===== config.mk =====
export PLATFORM = sky130hd
export DESIGN_NAME = sram_port_arbiter
export DESIGN_NICKNAME = d
export VERILOG_FILES = /design/src/rtl/sram_port_arbiter.sv
export SDC_FILE = /design/constraint.sdc
export NUM_CORES = 1
export LEC_CHECK = 0
export ABC_AREA = 1
export BUFFER_PORTS_ARGS = -buffer_cell sky130_fd_sc_hd__buf_2
export CELL_PAD_IN_SITES_DETAIL_PLACEMENT = 1
export CELL_PAD_IN_SITES_GLOBAL_PLACEMENT = 1
export CORE_AREA = 2 2 105 107
export DETAILED_ROUTE_END_ITERATION = 6
export DIE_AREA = 0 0 107 109
export PLACE_DENSITY = 0.8
export REMOVE_ABC_BUFFERS = 1
export SLEW_MARGIN = 20
export SYNTH_ARGS = -nofsm -noshare
export SYNTH_HDL_FRONTEND = slang
export SYNTH_SLANG_ARGS = --single-unit
export TNS_END_PERCENT = 5

===== constraint.sdc =====
create_clock -name clk -period 2.4 [get_ports clk]
set_clock_uncertainty 0.15 [all_clocks]
set_input_delay 0.12 -clock clk [delete_from_list [all_inputs] [get_ports clk]]
set_output_delay 0.12 -clock clk [all_outputs]
set_load 0.03 [all_outputs]

===== src/rtl/sram_port_arbiter.sv =====
// Shares one single-port, 1-cycle-latency SRAM between the fetch and data requesters.
// Optional macro SRAM_ARB_RDATA_HOLD_EN adds per-port read-data holding registers.
module sram_port_arbiter #(
  parameter int ADDR_W     = 32,
  parameter int DATA_W     = 32,
  parameter int STARVE_MAX = 4
) (
  input  logic                clk,
  input  logic                reset,
  input  logic                inst_req,
  input  logic [ADDR_W-1:0]   inst_addr,
  output logic                inst_gnt,
  output logic                inst_rvalid,
  output logic [DATA_W-1:0]   inst_rdata,
  input  logic                data_req,
  input  logic [DATA_W/8-1:0] data_we,
  input  logic [ADDR_W-1:0]   data_addr,
  input  logic [DATA_W-1:0]   data_wdata,
  output logic                data_gnt,
  output logic                data_rvalid,
  output logic [DATA_W-1:0]   data_rdata,
  output logic                mem_en,
  output logic [DATA_W/8-1:0] mem_we,
  output logic [ADDR_W-1:0]   mem_addr,
  output logic [DATA_W-1:0]   mem_wdata,
  input  logic [DATA_W-1:0]   mem_rdata
);

  localparam int BE_W = DATA_W / 8;
  localparam logic [3:0] STARVE_LIM = 4'(STARVE_MAX);

  // Handshake: a requester holds req/addr/we/wdata stable until it sees its gnt;
  // the transfer happens in the cycle where req and gnt are both high.
  typedef enum logic [1:0] {
    OWN_NONE = 2'd0,
    OWN_INST = 2'd1,
    OWN_DATA = 2'd2
  } owner_t;

  owner_t     owner_q, owner_d;
  logic [3:0] starve_cnt;

  always_comb begin
    inst_gnt = 1'b0;
    data_gnt = 1'b0;
    if (!reset) begin
      if (inst_req && data_req) begin
        inst_gnt = (starve_cnt >= STARVE_LIM);
        data_gnt = !(starve_cnt >= STARVE_LIM);
      end else begin
        inst_gnt = inst_req;
        data_gnt = data_req;
      end
    end
  end

  // Counts consecutive cycles a waiting fetch lost to data.
  always_ff @(posedge clk) begin
    if (reset) begin
      starve_cnt <= 4'd0;
    end else if (!inst_req || inst_gnt) begin
      starve_cnt <= 4'd0;
    end else if (data_gnt && (starve_cnt < STARVE_LIM)) begin
      starve_cnt <= starve_cnt + 4'd1;
    end
  end

  always_comb begin
    mem_en    = inst_gnt | data_gnt;
    mem_we    = data_gnt ? data_we : {BE_W{1'b0}};
    mem_addr  = data_gnt ? data_addr : inst_addr;
    mem_wdata = data_wdata;
  end

  always_comb begin
    owner_d = OWN_NONE;
    if (inst_gnt) begin
      owner_d = OWN_INST;
    end else if (data_gnt && (data_we == {BE_W{1'b0}})) begin
      owner_d = OWN_DATA;
    end
  end

  always_ff @(posedge clk) begin
    if (reset) begin
      owner_q <= OWN_NONE;
    end else begin
      owner_q <= owner_d;
    end
  end

  // Gating with reset drops the response of a read granted just before reset.
  assign inst_rvalid = (owner_q == OWN_INST) && !reset;
  assign data_rvalid = (owner_q == OWN_DATA) && !reset;

`ifdef SRAM_ARB_RDATA_HOLD_EN
  logic [DATA_W-1:0] inst_hold, data_hold;

  always_ff @(posedge clk) begin
    if (reset) begin
      inst_hold <= '0;
      data_hold <= '0;
    end else begin
      if (inst_rvalid) inst_hold <= mem_rdata;
      if (data_rvalid) data_hold <= mem_rdata;
    end
  end

  assign inst_rdata = inst_rvalid ? mem_rdata : inst_hold;
  assign data_rdata = data_rvalid ? mem_rdata : data_hold;
`else
  assign inst_rdata = mem_rdata;
  assign data_rdata = mem_rdata;
`endif

endmodule


# [After elaboration in Yosys (flattened, before gate mapping)]
# Index checks and enable logic that the tools add are counted.
[classes] n_addsub=1 magnitude_cmp=2 eq_ne=2 n_mux=8 bitwise=1 n_reduce_logical=12
[op_table] cell="2-to-1 mux 32 bit" n=1
[op_table] cell="logical AND 1 bit" n=5
[op_table] cell="2-to-1 mux 1 bit" n=5
[op_table] cell="adder 4 x 1 -> 4 bit, second input constant" n=1
[op_table] cell=">= comparator 4 x 3 -> 1 bit, second input constant" n=1
[op_table] cell="zero test 4 bit" n=1
[op_table] cell="< comparator 4 x 3 -> 1 bit, second input constant" n=1
[op_table] cell="2-to-1 mux 4 bit" n=1
[op_table] cell="OR reduction 2 bit" n=2
[op_table] cell="zero test 1 bit" n=3
[op_table] cell="equality test 2 x 1 -> 1 bit, second input constant" n=1
[op_table] cell="equality test 2 bit, second input constant" n=1
[op_table] cell="2-to-1 mux 2 bit" n=1
[op_table] cell="logical OR 1 bit" n=1
[op_table] cell="OR 1 bit" n=1
[word_totals] ff_bits=6

# [Depth between registers and ports, before layout]
# Gate-level depths: netlist of the first run.
[depth] word_depth=7 mapped_depth=7

# [Worst setup path after synthesis of the first run]
# Ideal clock, no wire load.
[synth_path] path_kind="register to output" start="register starve_cnt[2]" end="output mem_we[0]" t_arrival_ps=1159 required_time_ps=2130 slack_ps=971 stages_incl_launch_ff=5 n_path_buf=1 path_cell_list="dfxtp_1 -> o21ai_2 -> nand2_1 -> buf_2 -> nor2_1"
[synth_between] elab_chain_cells=5
[synth_lines] element="start: declaration" line="41" source="logic [3:0] starve_cnt;"
[synth_lines] element="start signal: assignment" line="64" source="starve_cnt <= starve_cnt + 4'd1;"
[synth_lines] element=">= comparator 4 x 3 -> 1 bit" line="49" source="data_gnt = !(starve_cnt >= STARVE_LIM);"
[synth_lines] element="zero test 1 bit" line="49"
[synth_lines] element="2-to-1 mux 1 bit" line="47" source="if (inst_req && data_req) begin"
[synth_lines] element="2-to-1 mux 1 bit" line="46" source="if (!reset) begin"
[synth_lines] element="2-to-1 mux 4 bit" line="70" source="mem_we = data_gnt ? data_we : {BE_W{1'b0}};"
[synth_lines] element="end: declaration" line="23" source="output logic [DATA_W/8-1:0] mem_we,"
# No other way between the ends.

# [Worst setup path in the final report of the first run]
[layout_path] start="register starve_cnt[2]" end="output mem_addr[30]"
[layout_between] elab_chain_cells=5
[layout_lines] element=">= comparator 4 x 3 -> 1 bit" line="49"
[layout_lines] element="zero test 1 bit" line="49"
[layout_lines] element="2-to-1 mux 1 bit" line="47"
[layout_lines] element="2-to-1 mux 1 bit" line="46"
[layout_lines] element="2-to-1 mux 32 bit" line="71" source="mem_addr = data_gnt ? data_addr : inst_addr;"
[layout_lines] element="end: declaration" line="24" source="output logic [ADDR_W-1:0] mem_addr,"
# No other way between the ends.

==> PnR_summary.wiki, run 1 <==
{| class="wikitable"
! Metric !! Value
|-
| Worst hold endpoint || owner_q[1]
|-
| Family with the most delay on the worst path || buffers and inverters
|-
| Worst hold path class || in2reg
|-
| Cell types with the largest area share after synthesis || sky130_fd_sc_hd__buf_4 (50%), sky130_fd_sc_hd__nand2_1 (17%), sky130_fd_sc_hd__nand3_1 (11%)
|-
| Die Ht || 109 um
|-
| Final worst path period need || 1.88 ns
|-
| Global-route met1 utilization || 0.121
|-
| Total negative slack for setup checks || 0 ns
|-
| Area fraction of the dominant cell type after synthesis || 0.496
|-
| Final-report hold violation count || 0
|-
| Overall routing resource usage || 0.201
|-
| Proportion of layout cells with a drive suffix above 1 || 0.473
|-
| Total CTS buffers || 3
|-
| Total grt overflow || 0
|-
| Outcome || completed
|-
| Final Routed Wirelength || 12,400 um
|-
| TritonCTS clock tree || built
|-
| Worst vdd rail ir drop || 0.146 mV
|-
| Minimum setup slack among reg-to-reg paths || 1.28 ns
|-
| H-Tree Level Count || 1
|-
| Post-synthesis average cell area || 6.04 sq um
|-
| Largest buffer count on any clock path || 2
|-
| Post-CTS sizing || 0
|-
| Weighted congestion at the end of routability-driven global placement || 0.839
|-
| Power density over cell area || 383 mW/mm^2
|-
| Number of primary I/O pins || 273
|-
| Die width || 107 um
|-
| Number of standard cells after synthesis || 243
|-
| Sequential fraction of the synthesis area || 0.0818
|-
| Post-placement cell area || 0.00145 sq mm
|-
| Post-DP HPWL || 11,300 um
|-
| Post-synthesis cell area || 0.00147 sq mm
|-
| Via/cell ratio || 4.07
|-
| Slowest cell on the critical path || sky130_fd_sc_hd__dfxtp_1
|-
| First DRT Iteration DRCs || 60
|-
| IO Port Bufs || 112
|-
| Total power draw || 571 uW
|-
| Pre-Repair DR Iteration Count || 6
|-
| Vias in the first global route || 1,487
|-
| Reg-to-reg startpoint || starve_cnt[2]
|-
| Root buffer selected by CTS || sky130_fd_sc_hd__clkbuf_8
|-
| Post-CTS Setup Repair Bufs || 0
|-
| Share of the clock period used by the worst path after layout || 0.782
|-
| Starting utilization of the core area || 0.138
|-
| Maximum number of pins on one net before global-route repair || 34
|-
| Synth-to-Final Area Change || 1.53%
|-
| Final Slew Violations || 0
|-
| DRC violations left || 0
|-
| Antenna violations before repair || 1
|-
| Yosys warning count || 0
|-
| Standard-cell row count || 38
|-
| Hold Startpoint || data_we[2]
|-
| Number of maximum-capacitance constraint violations || 0
|-
| Worst endpoint required time || 2.13 ns
|-
| Die area || 0.0117 sq mm
|-
| Unrepaired setup endpoints after global routing || no
|-
| Post-synth cell types || 17
|-
| Arrival time of the worst setup path || 1.61 ns
|-
| Timing-limited maximum frequency || 533 MHz
|-
| End of the worst register-to-register path || owner_q[1]
|-
| Number of sinks handled by clock tree synthesis || 6
|-
| Post-synth top area cell || sky130_fd_sc_hd__buf_4
|-
| Cell leakage power || 0.916 nW
|-
| Global-route wire length before repair || 14,900 um
|-
| Most frequent cell on the critical path || sky130_fd_sc_hd__nand2_1
|-
| CP Buf/Inv Count || 2
|-
| Maximum fanout count along the critical path || 17
|-
| Clock slew at reported path FFs || 0.04 ns
|-
| Clock latency on the worst-skew pair || 0.22 ns
|-
| Remaining number of nets flagged by the antenna check after routing || 0
|-
| Number of vias after detailed routing || 1,613
|-
| Layout Cell Area excl Fill || 0.00149 sq mm
|-
| Stage delay of the slowest cell on the critical path || 0.35 ns
|-
| Cells traversed along the worst timing path || o21ai_2, nand2_1, buf_4, nand2_1, nand2_1, buf_2
|-
| Setup crit start kind || register
|-
| GR Layer Usage met3 || 0.296
|-
| Cells on worst reg2reg path || 3
|-
| Critical path capture point type || output pin
|-
| Layout Utilization || 0.141
|-
| Final setup violation count || 0
|-
| Critical path type || reg2out
|-
| Hold path depth || 4
|-
| Inserted Diodes || 0
|-
| Quantity of hold-fixing buffers added after cts || 0
|-
| Global Route met2 Usage || 0.335
|-
| Wire length per cell after detailed routing || 31.4 um
|-
| Post-synthesis sequential element count || 6
|-
| CORE AREA || 0.0106 sq mm
|-
| Global route hottest layer || met2
|-
| NumNets Final || 395
|}
==> synthesized netlist by cell type <==
| library cell | number |
|---|---|
| sky130_fd_sc_hd__buf_4 | 97 |
| sky130_fd_sc_hd__nand2_1 | 68 |
| sky130_fd_sc_hd__nand3_1 | 32 |
| sky130_fd_sc_hd__inv_1 | 12 |
| sky130_fd_sc_hd__nor2_1 | 8 |
| sky130_fd_sc_hd__buf_2 | 6 |
| sky130_fd_sc_hd__dfxtp_1 | 6 |
| sky130_fd_sc_hd__nor3_1 | 4 |
| sky130_fd_sc_hd__buf_6 | 2 |
| sky130_fd_sc_hd__a21oi_1 | 1 |
| sky130_fd_sc_hd__clkbuf_1 | 1 |
| sky130_fd_sc_hd__conb_1 | 1 |
| sky130_fd_sc_hd__ha_1 | 1 |
| sky130_fd_sc_hd__nand4_1 | 1 |
| sky130_fd_sc_hd__nor2_4 | 1 |
| sky130_fd_sc_hd__o21ai_0 | 1 |
| sky130_fd_sc_hd__o21ai_2 | 1 |
==> state kept, by name, indices dropped and copies added, names as in the netlist <==
signal	count
starve_cnt	4
owner_q	2
==> area by class of cell <==
type / count / area, sq um
clock buffers: 3 / 41.3
fillers: 1357 / 9110
inverters: 12 / 45.0
multi-input cells: 119 / 518
flip-flops and latches: 6 / 120
well taps: 140 / 175
repair buffers: 116 / 591
==> power breakdown <==
part	leakage, nW	switching [mW]	internal, mW
Combinational	0.845	0.208	0.105
Sequential	0.0490	0.00151	0.103
Clock	0.0216	0.0463	0.108
==> per-layer routing <==
layer	wire length [um]	up-vias
li1	-	678
met1	2660	681
met2	5740	237
met3	3860	13
met4	77	4
met5	81	-
==> metrics by stage <==
stage,hold slack [ns],instances,setup WS (ns)
2_1_floorplan,0.0424,137,-0.227
3_3_place_gp,0.0904,393,0.828
3_5_place_dp,0.0904,393,0.738
4_1_cts,0.00251,396,0.497
5_1_grt,0.0164,396,0.370
6_report,0.00771,396,0.522
==> worst max-delay path by stage <==
| stage | start | to | slack (ns) | cells after the start |
|---|---|---|---|---|
| floorplan | starve_cnt[2] | mem_we[0] | -0.23 | 3 |
| global placement | data_req | mem_addr[3] | 0.83 | 8 |
| detailed placement | starve_cnt[2] | mem_addr[30] | 0.74 | 6 |
| CTS | starve_cnt[2] | mem_addr[30] | 0.50 | 6 |
| global route | starve_cnt[2] | mem_addr[30] | 0.37 | 6 |
| finish | starve_cnt[2] | mem_addr[30] | 0.52 | 6 |
==> logic make-up (layout without fill, tap and decap cells) <==
logic type               count (synthesis)  in the layout  share of synthesized area
AO/OA/AOI/OAI                            3              3                     0.0128
adder cells (fa/ha/maj)                  1              1                    0.00852
AND/OR/NAND/NOR                        114            114                      0.329
other                                    1              1                    0.00256
buffers and inverters                  118            131                      0.565
flip-flops                               6              6                     0.0818
==> tightest hold or removal path: cells and delay by family <==
kind | cells | cell delay (ns)
buf+inv | 2 | 0.12
simple gates | 2 | 0.10
==> cell usage in the layout, fill, tap and decap left out, drive strengths merged <==
cell    netlist  routed
nor3          4       4
o21ai         2       2
inv          12      12
nand2        68      68
a21oi         1       1
dfxtp         6       6
nor2          9       9
nand3        32      32
ha            1       1
clkbuf        1       3
nand4         1       1
buf         105     116
conb          1       1
(Power assumes the default switching activity.)
==> run 2: changes to the inputs <==
--- a/config.mk
+++ b/config.mk
@@ -5,14 +5,13 @@
 export SDC_FILE = /design/constraint.sdc
 export NUM_CORES = 1
 export LEC_CHECK = 0
-export ABC_AREA = 1
+export ABC_AREA = 0
 export BUFFER_PORTS_ARGS = -buffer_cell sky130_fd_sc_hd__buf_2
 export CELL_PAD_IN_SITES_DETAIL_PLACEMENT = 1
 export CELL_PAD_IN_SITES_GLOBAL_PLACEMENT = 1
-export CORE_AREA = 2 2 105 107
+export CORE_UTILIZATION = 13
 export DETAILED_ROUTE_END_ITERATION = 6
-export DIE_AREA = 0 0 107 109
-export PLACE_DENSITY = 0.8
+export PLACE_DENSITY = 0.75
 export REMOVE_ABC_BUFFERS = 1
 export SLEW_MARGIN = 20
 export SYNTH_ARGS = -nofsm -noshare
==> constraint.sdc (replaced) <==
create_clock -name clk -period 1.7 [get_ports clk]
set_clock_uncertainty 0.15 [all_clocks]
set_input_delay 0.085 -clock clk [delete_from_list [all_inputs] [get_ports clk]]
set_output_delay 0.085 -clock clk [all_outputs]
set_load 0.03 [all_outputs]
==> run 2 against run 1 <==
The flow now finishes with violations (negative setup slack). Register-to-register slack got worse by 0.69 ns. Global-route usage decreased by 1.2 points. Utilization increased by 2.0 points. Routed wire length decreased by 8.7%. Setup slack got worse by 0.58 ns. Synthesized cell count decreased by 31%. Clock power increased by 47%. Via count decreased by 20%. Critical endpoint is now mem_addr[26]. Largest cell class unchanged. Largest power group unchanged.
==> PnR_summary.wiki, run 2 <==
{| class="wikitable"
! Metric !! Value
|-
| Outcome || finished with violations
|-
| Violations in the final reports || negative setup slack
|-
| Arrival time of the worst setup path || 1.53 ns
|-
| Total power draw || 890 uW
|-
| First DRT Iteration DRCs || 59
|-
| Post-DP HPWL || 10,200 um
|-
| Slowest cell on the critical path || sky130_fd_sc_hd__dfxtp_2
|-
| NumNets Final || 329
|-
| Number of standard cells after synthesis || 168
|-
| CP Buf/Inv Count || 3
|-
| Final Slew Violations || 0
|-
| Worst vdd rail ir drop || 0.129 mV
|-
| Maximum number of pins on one net before global-route repair || 15
|-
| TritonCTS clock tree || built
|-
| Timing-limited maximum frequency || 568 MHz
|-
| Cells on worst reg2reg path || 4
|-
| Commonest cells after routing, fill and taps aside || sky130_fd_sc_hd__buf_2 (89), sky130_fd_sc_hd__buf_6 (25), sky130_fd_sc_hd__mux2_2 (17)
|-
| Remaining number of nets flagged by the antenna check after routing || 0
|-
| Power density over cell area || 510 mW/mm^2
|-
| IO Port Bufs || 112
|-
| Total grt overflow || 0
|-
| Post-synth cell types || 18
|-
| Post-synthesis sequential element count || 6
|-
| Die width || 107 um
|-
| CORE AREA || 0.0108 sq mm
|-
| Cell leakage power || 0.930 nW
|-
| Maximum fanout count along the critical path || 6
|-
| Hold path depth || 4
|-
| Most common cell after layout, fill and taps aside || sky130_fd_sc_hd__buf_2
|-
| Max reg flops || 4
|-
| Number of maximum-capacitance constraint violations || 0
|-
| Final worst path period need || 1.76 ns
|-
| Stage delay of the slowest cell on the critical path || 0.32 ns
|-
| Worst setup path start || starve_cnt[3]
|-
| Total number of cells along the worst setup path || 6
|-
| Die area || 0.0115 sq mm
|-
| Count leader, synth || sky130_fd_sc_hd__buf_4
|-
| Reg-to-reg startpoint || starve_cnt[3]
|-
| Leading cell types by count after synthesis || sky130_fd_sc_hd__buf_4 (96), sky130_fd_sc_hd__mux2_2 (18), sky130_fd_sc_hd__mux2_4 (14), sky130_fd_sc_hd__nor2_1 (11), sky130_fd_sc_hd__inv_1 (7)
|-
| DRC violations left || 0
|-
| Final-report hold violation count || 0
|-
| Pre-Repair DR Iteration Count || 4
|-
| Synth-to-Final Area Change || 20.7%
|-
| Total negative slack for setup checks || -1.05 ns
|-
| Standard-cell row count || 38
|-
| Register ranked first by flip-flop count || starve_cnt
|-
| Worst hold path class || in2reg
|-
| Critical path type || reg2out
|-
| Proportion of layout cells with a drive suffix above 1 || 0.832
|-
| Family with the most delay on the worst path || buffers and inverters
|-
| Fraction of registers with async set or reset after synthesis || 0
|-
| Number of vias after detailed routing || 1,287
|-
| Post-synth top area cell || sky130_fd_sc_hd__buf_4
|-
| Largest registers || starve_cnt x4, owner_q x2
|-
| Number of sinks handled by clock tree synthesis || 6
|-
| Cell types with the largest area share after synthesis || sky130_fd_sc_hd__buf_4 (50%), sky130_fd_sc_hd__mux2_4 (15%), sky130_fd_sc_hd__mux2_2 (14%)
|-
| Via/cell ratio || 3.90
|-
| Inserted Diodes || 0
|-
| H-Tree Level Count || 1
|-
| Share of the clock period used by the worst path after layout || 1.04
|-
| Vias in the first global route || 1,314
|-
| Number of primary I/O pins || 273
|-
| Unrepaired setup endpoints after global routing || yes
|-
| Largest buffer count on any clock path || 2
|-
| Yosys warning count || 0
|-
| Sequential fraction of the synthesis area || 0.0832
|-
| Setup crit start kind || register
|-
| Weighted congestion at the end of routability-driven global placement || 0.826
|-
| Overall routing resource usage || 0.190
|-
| Post-synthesis cell area || 0.00144 sq mm
|-
| Clock slew at reported path FFs || 0.04 ns
|-
| Die Ht || 107 um
|-
| Total CTS buffers || 3
|-
| Root buffer selected by CTS || sky130_fd_sc_hd__clkbuf_8
|-
| Critical path capture point type || output pin
|-
| Prevailing post-synth register cell || sky130_fd_sc_hd__dfxtp_1
|-
| Final setup violation count || 23
|-
| Cells traversed along the worst timing path || o21ai_2, nand2_2, buf_12, buf_16, mux2_4, buf_6
|-
| Antenna violations before repair || 0
|-
| Global-route wire length before repair || 13,700 um
|-
| Post-synthesis average cell area || 8.59 sq um
|-
| Count of flip-flops with a built-in enable after synthesis || 0
|-
| Hold Startpoint || data_we[2]
|-
| Clock latency on the worst-skew pair || 0.23 ns
|-
| Starting utilization of the core area || 0.133
|-
| Wire length per cell after detailed routing || 34.4 um
|-
| Final Routed Wirelength || 11,300 um
|-
| Worst slack at placement || 0.193 ns
|-
| Area fraction of the dominant cell type after synthesis || 0.499
|-
| Final worst slack || -0.0604 ns
|-
| Worst endpoint required time || 1.46 ns
|}
-- run 2: changes by cell type in the layout (fill, tap and decap cells not counted), moves of 3 or more --
cell	change
sky130_fd_sc_hd__nor3_1	-4
sky130_fd_sc_hd__mux2_2	+17
sky130_fd_sc_hd__buf_2	-23
sky130_fd_sc_hd__nor2_1	+3
sky130_fd_sc_hd__nand3_1	-31
sky130_fd_sc_hd__inv_1	-5
sky130_fd_sc_hd__mux2_4	+15
sky130_fd_sc_hd__nand2_1	-68
sky130_fd_sc_hd__buf_4	-4
sky130_fd_sc_hd__buf_6	+25
-- run 2: cell families (layout without fill, tap and decap cells) --
| kind of cell | Yosys count | in the layout | synth area share |
|---|---|---|---|
| other | 1 | 1 | 0.00260 |
| and+or+nand+nor | 18 | 18 | 0.0650 |
| muxes | 32 | 32 | 0.286 |
| DFF | 6 | 6 | 0.0832 |
| buffers and inverters | 107 | 129 | 0.544 |
| adders and majority gates | 1 | 1 | 0.00866 |
| AOI/OAI and AO/OA | 3 | 3 | 0.0104 |
-- run 2: routing by layer --
layer	global-route usage	routed length, um	vias up
li1	-	-	483
met1	0.132	2580	565
met2	0.302	5210	216
met3	0.252	3370	21
met4	0.0342	109	2
met5	0.0524	83	-
-- run 2: timing repair --
action / in CTS / in global routing
setup buffers: 3 / 0
pin swaps: 2 / 0
hold buffers: 1 / 0
endpoints found under the hold margin: 1 / 0
gates resized for setup: 51 / 3
gates cloned: 2 / 0
endpoints found under the setup margin: 32 / 32
-- run 2: path summary, 6_finish.rpt --
path                                 endpoint  slack (ns)
worst max-delay path             mem_addr[26]       -0.06
worst min-delay path               owner_q[1]       0.009
worst max register to register     owner_q[1]        0.59
worst min register to register  starve_cnt[0]        0.27
-- run 2: where the power goes --
group | internal [mW] | total, mW | switching [mW]
Combinational | 0.259 | 0.516 | 0.257
Sequential | 0.145 | 0.147 | 0.00191
Clock | 0.153 | 0.227 | 0.0734
Total | 0.557 | 0.890 | 0.332
-- run 2: through the flow --
step                hold slack (ns)   util  std cells  area, sq um
floorplan                    0.0200      -         68          684
global route                 0.0201  0.161        330         1740
detailed placement           0.0203  0.134        322         1450
finish                      0.00924  0.161        330         1740
CTS                         0.00873  0.160        330         1730
global placement             0.0203  0.134        322         1450
-- run 2: final cells by class --
class / instances / area [sq um]
clock buffers: 3 / 41.3
flip-flops and latches: 6 / 123
repair buffers: 119 / 832
inverters: 7 / 26.3
fillers: 1310 / 9100
multi-input cells: 55 / 546
well taps: 140 / 175
-- run 2: tightest hold or removal path, cell delays in order --
cell and delay, ns:
sky130_fd_sc_hd__buf_2 0.09, sky130_fd_sc_hd__inv_1 0.05, sky130_fd_sc_hd__nand4_1 0.07, sky130_fd_sc_hd__nor2_1 0.05
